[config.mk]
export PLATFORM = sky130hd
export DESIGN_NAME = cache_refill_engine_flat
export DESIGN_NICKNAME = d
export VERILOG_FILES = /design/src/rtl/cache_refill_engine_if.sv /design/src/rtl/cache_refill_engine.sv /design/src/flat_wrapper.sv
export SDC_FILE = /design/constraint.sdc
export NUM_CORES = 2
export LEC_CHECK = 0
export ABC_CLOCK_PERIOD_IN_PS = 4200
export CAP_MARGIN = 5
export CORE_AREA = 2 2 468 470
export CTS_BUF_LIST = sky130_fd_sc_hd__clkbuf_8
export CTS_CLUSTER_DIAMETER = 100
export DETAILED_ROUTE_END_ITERATION = 12
export DIE_AREA = 0 0 470 472
export GPL_ROUTABILITY_DRIVEN = 0
export PLACE_DENSITY_LB_ADDON = 0.15
export SLEW_MARGIN = 5
export SYNTH_ARGS = -nofsm -noshare
export SYNTH_HDL_FRONTEND = slang
export SYNTH_SLANG_ARGS = --single-unit
[constraint.sdc]
create_clock -name clk -period 4.2 [get_ports clk]
set_input_delay 0.84 -clock clk [delete_from_list [all_inputs] [get_ports clk]]
set_output_delay 0.84 -clock clk [all_outputs]
set_load 0.1 [all_outputs]
[src/rtl/cache_refill_engine_if.sv]
// rtl/cache_refill_engine_if.sv - Signal bundle between the refill engine, the cache controller and memory
// Purpose: groups the miss request, victim description, memory beat bus, fill port and busy flag.
// Modports:
//   slave  - the refill engine (consumes miss/victim/memory responses, drives requests and fill)
//   master - the environment (cache controller + memory side)

interface cache_refill_engine_if #(
  parameter int TAG_BITS       = 18,
  parameter int INDEX_WIDTH    = 8,
  parameter int WAY_WIDTH      = 2,
  parameter int LINE_SIZE_BITS = 512,
  parameter int DATA_WIDTH     = 32,
  parameter int ADDRESS_WIDTH  = 32
);

  // miss request and victim description
  logic                      i_miss_valid;
  logic                      o_miss_ready;
  logic [TAG_BITS-1:0]       i_miss_tag;
  logic [INDEX_WIDTH-1:0]    i_miss_index;
  logic [WAY_WIDTH-1:0]      i_victim_way;
  logic                      i_victim_valid;
  logic                      i_victim_dirty;
  logic [TAG_BITS-1:0]       i_victim_tag;
  logic [LINE_SIZE_BITS-1:0] i_victim_line;

  // memory beat bus
  logic                      o_mem_valid;
  logic                      i_mem_ready;
  logic                      o_mem_we;
  logic [ADDRESS_WIDTH-1:0]  o_mem_addr;
  logic [DATA_WIDTH-1:0]     o_mem_wdata;
  logic                      i_mem_rvalid;
  logic [DATA_WIDTH-1:0]     i_mem_rdata;

  // cache array fill port
  logic                      o_fill_valid;
  logic [INDEX_WIDTH-1:0]    o_fill_index;
  logic [WAY_WIDTH-1:0]      o_fill_way;
  logic [TAG_BITS-1:0]       o_fill_tag;
  logic [LINE_SIZE_BITS-1:0] o_fill_line;

  logic                      o_busy;

  modport slave (
    input  i_miss_valid, i_miss_tag, i_miss_index,
    input  i_victim_way, i_victim_valid, i_victim_dirty, i_victim_tag, i_victim_line,
    input  i_mem_ready, i_mem_rvalid, i_mem_rdata,
    output o_miss_ready,
    output o_mem_valid, o_mem_we, o_mem_addr, o_mem_wdata,
    output o_fill_valid, o_fill_index, o_fill_way, o_fill_tag, o_fill_line,
    output o_busy
  );

  modport master (
    output i_miss_valid, i_miss_tag, i_miss_index,
    output i_victim_way, i_victim_valid, i_victim_dirty, i_victim_tag, i_victim_line,
    output i_mem_ready, i_mem_rvalid, i_mem_rdata,
    input  o_miss_ready,
    input  o_mem_valid, o_mem_we, o_mem_addr, o_mem_wdata,
    input  o_fill_valid, o_fill_index, o_fill_way, o_fill_tag, o_fill_line,
    input  o_busy
  );

endinterface

[src/rtl/cache_refill_engine.sv]
// rtl/cache_refill_engine.sv - Cache miss service engine: victim write-back, line fetch, array fill
// Purpose: accepts one miss at a time. A valid+dirty victim is first written back beat by beat,
//   then the missing line is fetched with one read request per beat, and finally a single
//   one-cycle fill strobe writes the new line (tag, index, way, data) into the cache array.
// Ports:
//   clk  - clock, all logic on the rising edge
//   rst  - synchronous active-high reset, aborts any miss in flight
//   bus  - cache_refill_engine_if.slave:
//          i_miss_* / i_victim_* / o_miss_ready : miss request and victim description
//          o_mem_* / i_mem_*                    : memory beat request bus and read data return
//          o_fill_*                             : cache array write port
//          o_busy                               : high whenever a miss is being serviced

module cache_refill_engine #(
  parameter int CACHE_LINES     = 256,
  parameter int LINE_SIZE_BYTES = 64,
  parameter int TAG_BITS        = 18,
  parameter int DATA_WIDTH      = 32,
  parameter int ADDRESS_WIDTH   = 32,
  parameter int WAYS            = 4
) (
  input  logic                 clk,
  input  logic                 rst,
  cache_refill_engine_if.slave bus
);

  localparam int INDEX_WIDTH    = $clog2(CACHE_LINES);
  localparam int LINE_SIZE_BITS = LINE_SIZE_BYTES * 8;
  localparam int OFFSET_WIDTH   = $clog2(LINE_SIZE_BYTES);
  localparam int BEATS          = LINE_SIZE_BITS / DATA_WIDTH;
  localparam int BEAT_WIDTH     = $clog2(BEATS);
  localparam int WAY_WIDTH      = $clog2(WAYS);
  // low address bits below the beat number (byte within a beat)
  localparam int BYTE_BITS      = OFFSET_WIDTH - BEAT_WIDTH;

  localparam logic [BEAT_WIDTH-1:0] BEAT_ZERO = '0;
  localparam logic [BEAT_WIDTH-1:0] BEAT_ONE  = BEAT_WIDTH'(1);
  localparam logic [BEAT_WIDTH-1:0] LAST_BEAT = BEAT_WIDTH'(BEATS - 1);

  typedef enum logic [2:0] {
    IDLE    = 3'd0,
    WB      = 3'd1,
    RD_REQ  = 3'd2,
    RD_DATA = 3'd3,
    FILL    = 3'd4
  } state_t;

  // Byte address of one beat of a line: {tag, index, beat, byte-in-beat = 0}
  function automatic logic [ADDRESS_WIDTH-1:0] beat_addr(
    input logic [TAG_BITS-1:0]    tag,
    input logic [INDEX_WIDTH-1:0] index,
    input logic [BEAT_WIDTH-1:0]  beat
  );
    beat_addr = {tag, index, beat, {BYTE_BITS{1'b0}}};
  endfunction

  // Beat 0 is the least significant slice of the line
  function automatic logic [DATA_WIDTH-1:0] line_beat(
    input logic [LINE_SIZE_BITS-1:0] line,
    input logic [BEAT_WIDTH-1:0]     beat
  );
    line_beat = line[beat*DATA_WIDTH +: DATA_WIDTH];
  endfunction

  state_t                    state;
  logic [BEAT_WIDTH-1:0]     beat;

  // miss context captured at acceptance
  logic [TAG_BITS-1:0]       cap_tag;
  logic [INDEX_WIDTH-1:0]    cap_index;
  logic [WAY_WIDTH-1:0]      cap_way;
  logic [TAG_BITS-1:0]       cap_vtag;
  logic [LINE_SIZE_BITS-1:0] cap_vline;
  logic [LINE_SIZE_BITS-1:0] line_buf;

  // registered outputs
  logic                      miss_ready;
  logic                      busy;
  logic                      mem_valid;
  logic                      mem_we;
  logic [ADDRESS_WIDTH-1:0]  mem_addr;
  logic [DATA_WIDTH-1:0]     mem_wdata;
  logic                      fill_valid;
  logic [INDEX_WIDTH-1:0]    fill_index;
  logic [WAY_WIDTH-1:0]      fill_way;
  logic [TAG_BITS-1:0]       fill_tag;
  logic [LINE_SIZE_BITS-1:0] fill_line;

  // Line buffer with the current read beat merged in; lets the last beat go straight
  // into the fill register without an extra cycle.
  logic [LINE_SIZE_BITS-1:0] line_merged;

  always_comb begin
    line_merged = line_buf;
    line_merged[beat*DATA_WIDTH +: DATA_WIDTH] = bus.i_mem_rdata;
  end

  always_ff @(posedge clk) begin
    if (rst) begin
      state      <= IDLE;
      beat       <= BEAT_ZERO;
      cap_tag    <= '0;
      cap_index  <= '0;
      cap_way    <= '0;
      cap_vtag   <= '0;
      cap_vline  <= '0;
      line_buf   <= '0;
      miss_ready <= 1'b1;
      busy       <= 1'b0;
      mem_valid  <= 1'b0;
      mem_we     <= 1'b0;
      mem_addr   <= '0;
      mem_wdata  <= '0;
      fill_valid <= 1'b0;
      fill_index <= '0;
      fill_way   <= '0;
      fill_tag   <= '0;
      fill_line  <= '0;
    end else begin
      case (state)
        IDLE: begin
          if (bus.i_miss_valid) begin
            cap_tag    <= bus.i_miss_tag;
            cap_index  <= bus.i_miss_index;
            cap_way    <= bus.i_victim_way;
            cap_vtag   <= bus.i_victim_tag;
            cap_vline  <= bus.i_victim_line;
            beat       <= BEAT_ZERO;
            miss_ready <= 1'b0;
            busy       <= 1'b1;
            mem_valid  <= 1'b1;
            // Only a line that is both valid and modified has to go back to memory.
            if (bus.i_victim_valid && bus.i_victim_dirty) begin
              state     <= WB;
              mem_we    <= 1'b1;
              mem_addr  <= beat_addr(bus.i_victim_tag, bus.i_miss_index, BEAT_ZERO);
              mem_wdata <= line_beat(bus.i_victim_line, BEAT_ZERO);
            end else begin
              state    <= RD_REQ;
              mem_we   <= 1'b0;
              mem_addr <= beat_addr(bus.i_miss_tag, bus.i_miss_index, BEAT_ZERO);
            end
          end
        end

        WB: begin
          // Address/data only move on a completed handshake, so they hold through stalls.
          if (bus.i_mem_ready) begin
            if (beat == LAST_BEAT) begin
              beat     <= BEAT_ZERO;
              state    <= RD_REQ;
              mem_we   <= 1'b0;
              mem_addr <= beat_addr(cap_tag, cap_index, BEAT_ZERO);
            end else begin
              beat      <= beat + BEAT_ONE;
              mem_addr  <= beat_addr(cap_vtag, cap_index, beat + BEAT_ONE);
              mem_wdata <= line_beat(cap_vline, beat + BEAT_ONE);
            end
          end
        end

        RD_REQ: begin
          if (bus.i_mem_ready) begin
            state     <= RD_DATA;
            mem_valid <= 1'b0;
          end
        end

        RD_DATA: begin
          // rvalid is only honoured here; returns seen in any other state are dropped.
          if (bus.i_mem_rvalid) begin
            line_buf <= line_merged;
            if (beat == LAST_BEAT) begin
              beat       <= BEAT_ZERO;
              state      <= FILL;
              fill_valid <= 1'b1;
              fill_index <= cap_index;
              fill_way   <= cap_way;
              fill_tag   <= cap_tag;
              fill_line  <= line_merged;
            end else begin
              beat      <= beat + BEAT_ONE;
              state     <= RD_REQ;
              mem_valid <= 1'b1;
              mem_addr  <= beat_addr(cap_tag, cap_index, beat + BEAT_ONE);
            end
          end
        end

        FILL: begin
          // Fill fields stay at their last value; only the strobe drops.
          fill_valid <= 1'b0;
          state      <= IDLE;
          busy       <= 1'b0;
          miss_ready <= 1'b1;
        end

        default: begin
          state      <= IDLE;
          beat       <= BEAT_ZERO;
          busy       <= 1'b0;
          miss_ready <= 1'b1;
          mem_valid  <= 1'b0;
          fill_valid <= 1'b0;
        end
      endcase
    end
  end

  assign bus.o_miss_ready = miss_ready;
  assign bus.o_busy       = busy;
  assign bus.o_mem_valid  = mem_valid;
  assign bus.o_mem_we     = mem_we;
  assign bus.o_mem_addr   = mem_addr;
  assign bus.o_mem_wdata  = mem_wdata;
  assign bus.o_fill_valid = fill_valid;
  assign bus.o_fill_index = fill_index;
  assign bus.o_fill_way   = fill_way;
  assign bus.o_fill_tag   = fill_tag;
  assign bus.o_fill_line  = fill_line;

endmodule
[src/flat_wrapper.sv]
// flat-port wrapper written by rule: the top's interface ports become plain ports
module cache_refill_engine_flat 
#(
  parameter int CACHE_LINES     = 256,
  parameter int LINE_SIZE_BYTES = 64,
  parameter int TAG_BITS        = 18,
  parameter int DATA_WIDTH      = 32,
  parameter int ADDRESS_WIDTH   = 32,
  parameter int WAYS            = 4
)
  (clk, rst, bus_i_miss_valid, bus_i_miss_tag, bus_i_miss_index, bus_i_victim_way, bus_i_victim_valid, bus_i_victim_dirty, bus_i_victim_tag, bus_i_victim_line, bus_i_mem_ready, bus_i_mem_rvalid, bus_i_mem_rdata, bus_o_miss_ready, bus_o_mem_valid, bus_o_mem_we, bus_o_mem_addr, bus_o_mem_wdata, bus_o_fill_valid, bus_o_fill_index, bus_o_fill_way, bus_o_fill_tag, bus_o_fill_line, bus_o_busy);
  cache_refill_engine_if #(.TAG_BITS(TAG_BITS), .DATA_WIDTH(DATA_WIDTH), .ADDRESS_WIDTH(ADDRESS_WIDTH)) bus_i ();
  input  logic clk;
  input  logic rst;
  input wire logic [$bits(bus_i.i_miss_valid)-1:0] bus_i_miss_valid;
  input wire logic [$bits(bus_i.i_miss_tag)-1:0] bus_i_miss_tag;
  input wire logic [$bits(bus_i.i_miss_index)-1:0] bus_i_miss_index;
  input wire logic [$bits(bus_i.i_victim_way)-1:0] bus_i_victim_way;
  input wire logic [$bits(bus_i.i_victim_valid)-1:0] bus_i_victim_valid;
  input wire logic [$bits(bus_i.i_victim_dirty)-1:0] bus_i_victim_dirty;
  input wire logic [$bits(bus_i.i_victim_tag)-1:0] bus_i_victim_tag;
  input wire logic [$bits(bus_i.i_victim_line)-1:0] bus_i_victim_line;
  input wire logic [$bits(bus_i.i_mem_ready)-1:0] bus_i_mem_ready;
  input wire logic [$bits(bus_i.i_mem_rvalid)-1:0] bus_i_mem_rvalid;
  input wire logic [$bits(bus_i.i_mem_rdata)-1:0] bus_i_mem_rdata;
  output wire logic [$bits(bus_i.o_miss_ready)-1:0] bus_o_miss_ready;
  output wire logic [$bits(bus_i.o_mem_valid)-1:0] bus_o_mem_valid;
  output wire logic [$bits(bus_i.o_mem_we)-1:0] bus_o_mem_we;
  output wire logic [$bits(bus_i.o_mem_addr)-1:0] bus_o_mem_addr;
  output wire logic [$bits(bus_i.o_mem_wdata)-1:0] bus_o_mem_wdata;
  output wire logic [$bits(bus_i.o_fill_valid)-1:0] bus_o_fill_valid;
  output wire logic [$bits(bus_i.o_fill_index)-1:0] bus_o_fill_index;
  output wire logic [$bits(bus_i.o_fill_way)-1:0] bus_o_fill_way;
  output wire logic [$bits(bus_i.o_fill_tag)-1:0] bus_o_fill_tag;
  output wire logic [$bits(bus_i.o_fill_line)-1:0] bus_o_fill_line;
  output wire logic [$bits(bus_i.o_busy)-1:0] bus_o_busy;
  assign bus_i.i_miss_valid = bus_i_miss_valid;
  assign bus_i.i_miss_tag = bus_i_miss_tag;
  assign bus_i.i_miss_index = bus_i_miss_index;
  assign bus_i.i_victim_way = bus_i_victim_way;
  assign bus_i.i_victim_valid = bus_i_victim_valid;
  assign bus_i.i_victim_dirty = bus_i_victim_dirty;
  assign bus_i.i_victim_tag = bus_i_victim_tag;
  assign bus_i.i_victim_line = bus_i_victim_line;
  assign bus_i.i_mem_ready = bus_i_mem_ready;
  assign bus_i.i_mem_rvalid = bus_i_mem_rvalid;
  assign bus_i.i_mem_rdata = bus_i_mem_rdata;
  assign bus_o_miss_ready = bus_i.o_miss_ready;
  assign bus_o_mem_valid = bus_i.o_mem_valid;
  assign bus_o_mem_we = bus_i.o_mem_we;
  assign bus_o_mem_addr = bus_i.o_mem_addr;
  assign bus_o_mem_wdata = bus_i.o_mem_wdata;
  assign bus_o_fill_valid = bus_i.o_fill_valid;
  assign bus_o_fill_index = bus_i.o_fill_index;
  assign bus_o_fill_way = bus_i.o_fill_way;
  assign bus_o_fill_tag = bus_i.o_fill_tag;
  assign bus_o_fill_line = bus_i.o_fill_line;
  assign bus_o_busy = bus_i.o_busy;
  cache_refill_engine #(.CACHE_LINES(CACHE_LINES), .LINE_SIZE_BYTES(LINE_SIZE_BYTES), .TAG_BITS(TAG_BITS), .DATA_WIDTH(DATA_WIDTH), .ADDRESS_WIDTH(ADDRESS_WIDTH), .WAYS(WAYS)) u_core (.clk(clk), .rst(rst), .bus(bus_i));
endmodule
==> summary.md <==
| Metric | Value |
|---|---|
| DP HPWL | `209 mm` |
| Comb pwr share | `0.104` |
| Sequential fraction of design power | `0.466` |
| Yosys reg bits | `1,684` |
| Post-synthesis compound-gate area fraction | `0.139` |
| Sequential area share after synthesis | `0.503` |
| Post-CTS Hold Fix Bufs | `0` |
| Fin area | `87,200 sq um` |
| Root buf cell | `clkbuf_8` |
| Switching pwr | `9.75 mW` |
| Worst endpoint required time | `3360 ps` |
| Drt wl/cell | `24.6 um` |
| Worst-skew pair later-pin latency | `1060 ps` |
| Synthesized cell area | `67,000 sq um` |
| Yosys Warn Count | `0` |
| Ys async rst share | `0` |
| Post-synthesis cell count | `7,920` |
| Post-Syn Area per Cell | `8.46 sq um` |
| Finish-stage setup viols | `0` |
| CP cell instances | `clkdlybuf4s50_1` |
| I/O Buffers | `1,203` |
| Tot Pwr | `35.8 mW` |
| Post-Synth Adder-Cell Area | `0.000560` |
| Final Max Slew Viols | `0` |
| CTS max path bufs | `4` |
| Worst vdd ir | `309 uV` |
| Die Ht | `472 um` |
| Min-Delay Path Class | `primary input to flop` |
| Synth unique cells | `63` |
| PwrDens | `411 nW/um^2` |
| Total Die Area | `222,000 sq um` |
| Slew @ Worst Pin | `1420 ps` |
| Post-synthesis xor/xnor area fraction | `0.000504` |
| Fin nets | `9,482` |
| Clock power frac | `0.430` |
| Final Skew | `75.4 ps` |
| Area share of the largest cell type after synthesis | `0.503` |
| Setup bufs post-CTS | `0` |
| Internal | `26.1 mW` |
| DR pass1 iterations | `8` |
| Final TNS setup | `0 ps` |
| CTS tree | `done` |
| Placement Cell Area | `81,200 sq um` |
| Via density | `4.99` |
| Total routed wirelength | `294 mm` |
| Top cells by count, synth | `nand2_1 (2,725), dfxtp_1 (1,684), a21oi_1 (1,129)` |
| Crit. End Element | `output port` |
| Crit start category | `flop` |
| CP arrival | `2830 ps` |
| Global-route wire length before repair | `415 mm` |
| Vias in the first global route | `57,200` |
| Simple-gate share of the synthesized area | `0.173` |
| Max incr delay on CP | `1240 ps` |
| Worst path buffer plus inverter count | `1` |
| CTS buffer count | `315` |
| Max_slew headroom | `0.0475` |
| Crit-path max FO | `2` |
| CTS Sinks | `1,684` |
| Outcome | `completed` |
| Worst-path clk slew | `60 ps` |
| Fmax | `272 MHz` |
| Part of the cycle the worst path needs | `0.874` |
| Largest delay contributor family on the critical path | `buffers and inverters` |
| Die Span X | `470 um` |
| Pleak | `31.3 nW` |
| Initial Util | `0.309` |
| GRT Total Usage | `0.254` |
| EDFF count, synth | `0` |
| Most numerous cell in the Yosys netlist | `nand2_1` |
| # fillers | `22,100` |
| Grt ovf | `0` |
| Post-CTS Resized | `0` |
| Final Hold Fails | `0` |
| Synth-to-Final Area Change | `30.3%` |
| RSZ-0062 raised after global routing | `no` |
| Main combinational cell family by area after synthesis | `simple AND/OR/NAND/NOR gates` |
| CP max stage cell | `clkdlybuf4s50_1` |
| Largest cells by area after synthesis | `dfxtp_1 (50%), nand2_1 (15%), a21oi_1 (8.4%)` |
| Htree depth | `5` |
| Number of routed nets with antenna violations | `0` |
| Dominant cell type by area after synthesis | `dfxtp_1` |
| Layout cell share with drive strength beyond 1 | `0.101` |
| Fin crit period | `3670 ps` |
| # DRC | `0` |
| Core footprint | `217,000 sq um` |
| Max-Cap Viols | `0` |
| Sw Ratio | `0.272` |
| DR vias | `59,700` |
| Mux cell area share after synthesis | `0.134` |
| CP Class | `flop to output port` |
| Synth Flop Type | `dfxtp_1` |
| # rows | `171` |
| Largest net degree at the start of global routing | `199` |
| Initial DRC count | `4,861` |
| Initial antenna violation count | `63` |
| I/O pin count | `1,206` |
-- worst paths after layout --
check | start | end | slack, ps | cells past startpoint
max | u_core.bus.o_fill_line[19]$_SDFFE_PP0P_ | bus_o_fill_line[19] | 530 | 1
min | rst | u_core.line_buf[501]$_SDFFE_PP0P_ | 170 | 2
max reg2reg | u_core.beat[1]$_SDFFE_PP0P_ | u_core.bus.o_fill_line[253]$_SDFFE_PP0P_ | 560 | 8
min reg2reg | u_core.bus.o_fill_line[330]$_SDFFE_PP0P_ | u_core.bus.o_fill_line[330]$_SDFFE_PP0P_ | 450 | 2
-- kinds of logic (layout without fill, tap and decap cells) --
family / count (synthesis) / count (layout)
xor+xnor: 3 / 3
simple gates: 2990 / 2990
fa+ha+maj: 3 / 3
mux: 723 / 723
compound gates: 1758 / 1758
other cells: 1 / 25
buf+inv: 758 / 1929
flops: 1684 / 1684
-- power by group through the flow --
stage	clock network, mW	logic (mW)	registers (mW)
after floorplan	0	1.67	17.3
after global placement	0	3.71	17.0
after detailed placement	0	3.73	17.0
after CTS	15.8	3.74	16.7
after global routing	16.5	3.93	16.7
final	15.4	3.71	16.7
-- flip-flops by register name (all words and copies together), names as in the netlist, 18 cells and up --
signal / flops
u_core.bus.o_mem_wdata: 32
u_core.cap_vtag: 18
u_core.bus.o_fill_line: 512
u_core.bus.o_fill_tag: 18
u_core.cap_vline: 512
u_core.line_buf: 512
u_core.bus.o_mem_addr: 30
u_core.cap_tag: 18
-- layout by cell type, fill, tap and decap left out, drive strengths merged, types with 19 or more instances in the layout --
| cell | count |
|---|---|
| buf | 244 |
| a21oi | 1131 |
| diode | 23 |
| nand3 | 56 |
| a222oi | 32 |
| inv | 121 |
| mux4 | 128 |
| nand2 | 2733 |
| clkbuf | 386 |
| o211ai | 19 |
| dfxtp | 1684 |
| and2 | 39 |
| a211oi | 73 |
| o21ai | 488 |
| clkdlybuf4s50 | 1152 |
| mux2i | 513 |
| nor2 | 105 |
| mux2 | 82 |
-- per-layer routing --
layer  GRT usage  vias to the layer above  wire length, um
met4       0.124                       50            14600
met1       0.302                    28600           119000
met2       0.433                     2055           142000
met5           0                        -              330
met3      0.0545                      500            18100
li1            -                    28400                -
-- through the flow --
stage          cells   util  hold WS (ps)  setup WS, ps
2_1_floorplan   7921      -           432          1280
3_3_place_gp   11400  0.375           437           508
3_5_place_dp   11400  0.375           442           513
4_1_cts        11900  0.403          13.6           348
5_1_grt        12000  0.403          69.4           371
6_report       12000  0.403           171           529
-- final cells by class --
class | instances | area, sq um | share of cell area
Inverter | 6 | 22.5 | 0.000258
Antenna cell | 23 | 57.6 | 0.000660
Clock inverter | 141 | 646 | 0.00740
Sequential cell | 1684 | 33700 | 0.387
Tap cell | 2854 | 3570 | 0.0409
Multi-Input combinational cell | 5479 | 30100 | 0.346
Clock buffer | 386 | 5310 | 0.0609
Timing Repair Buffer | 1396 | 13800 | 0.158
Power figures use the tool's default switching activity.
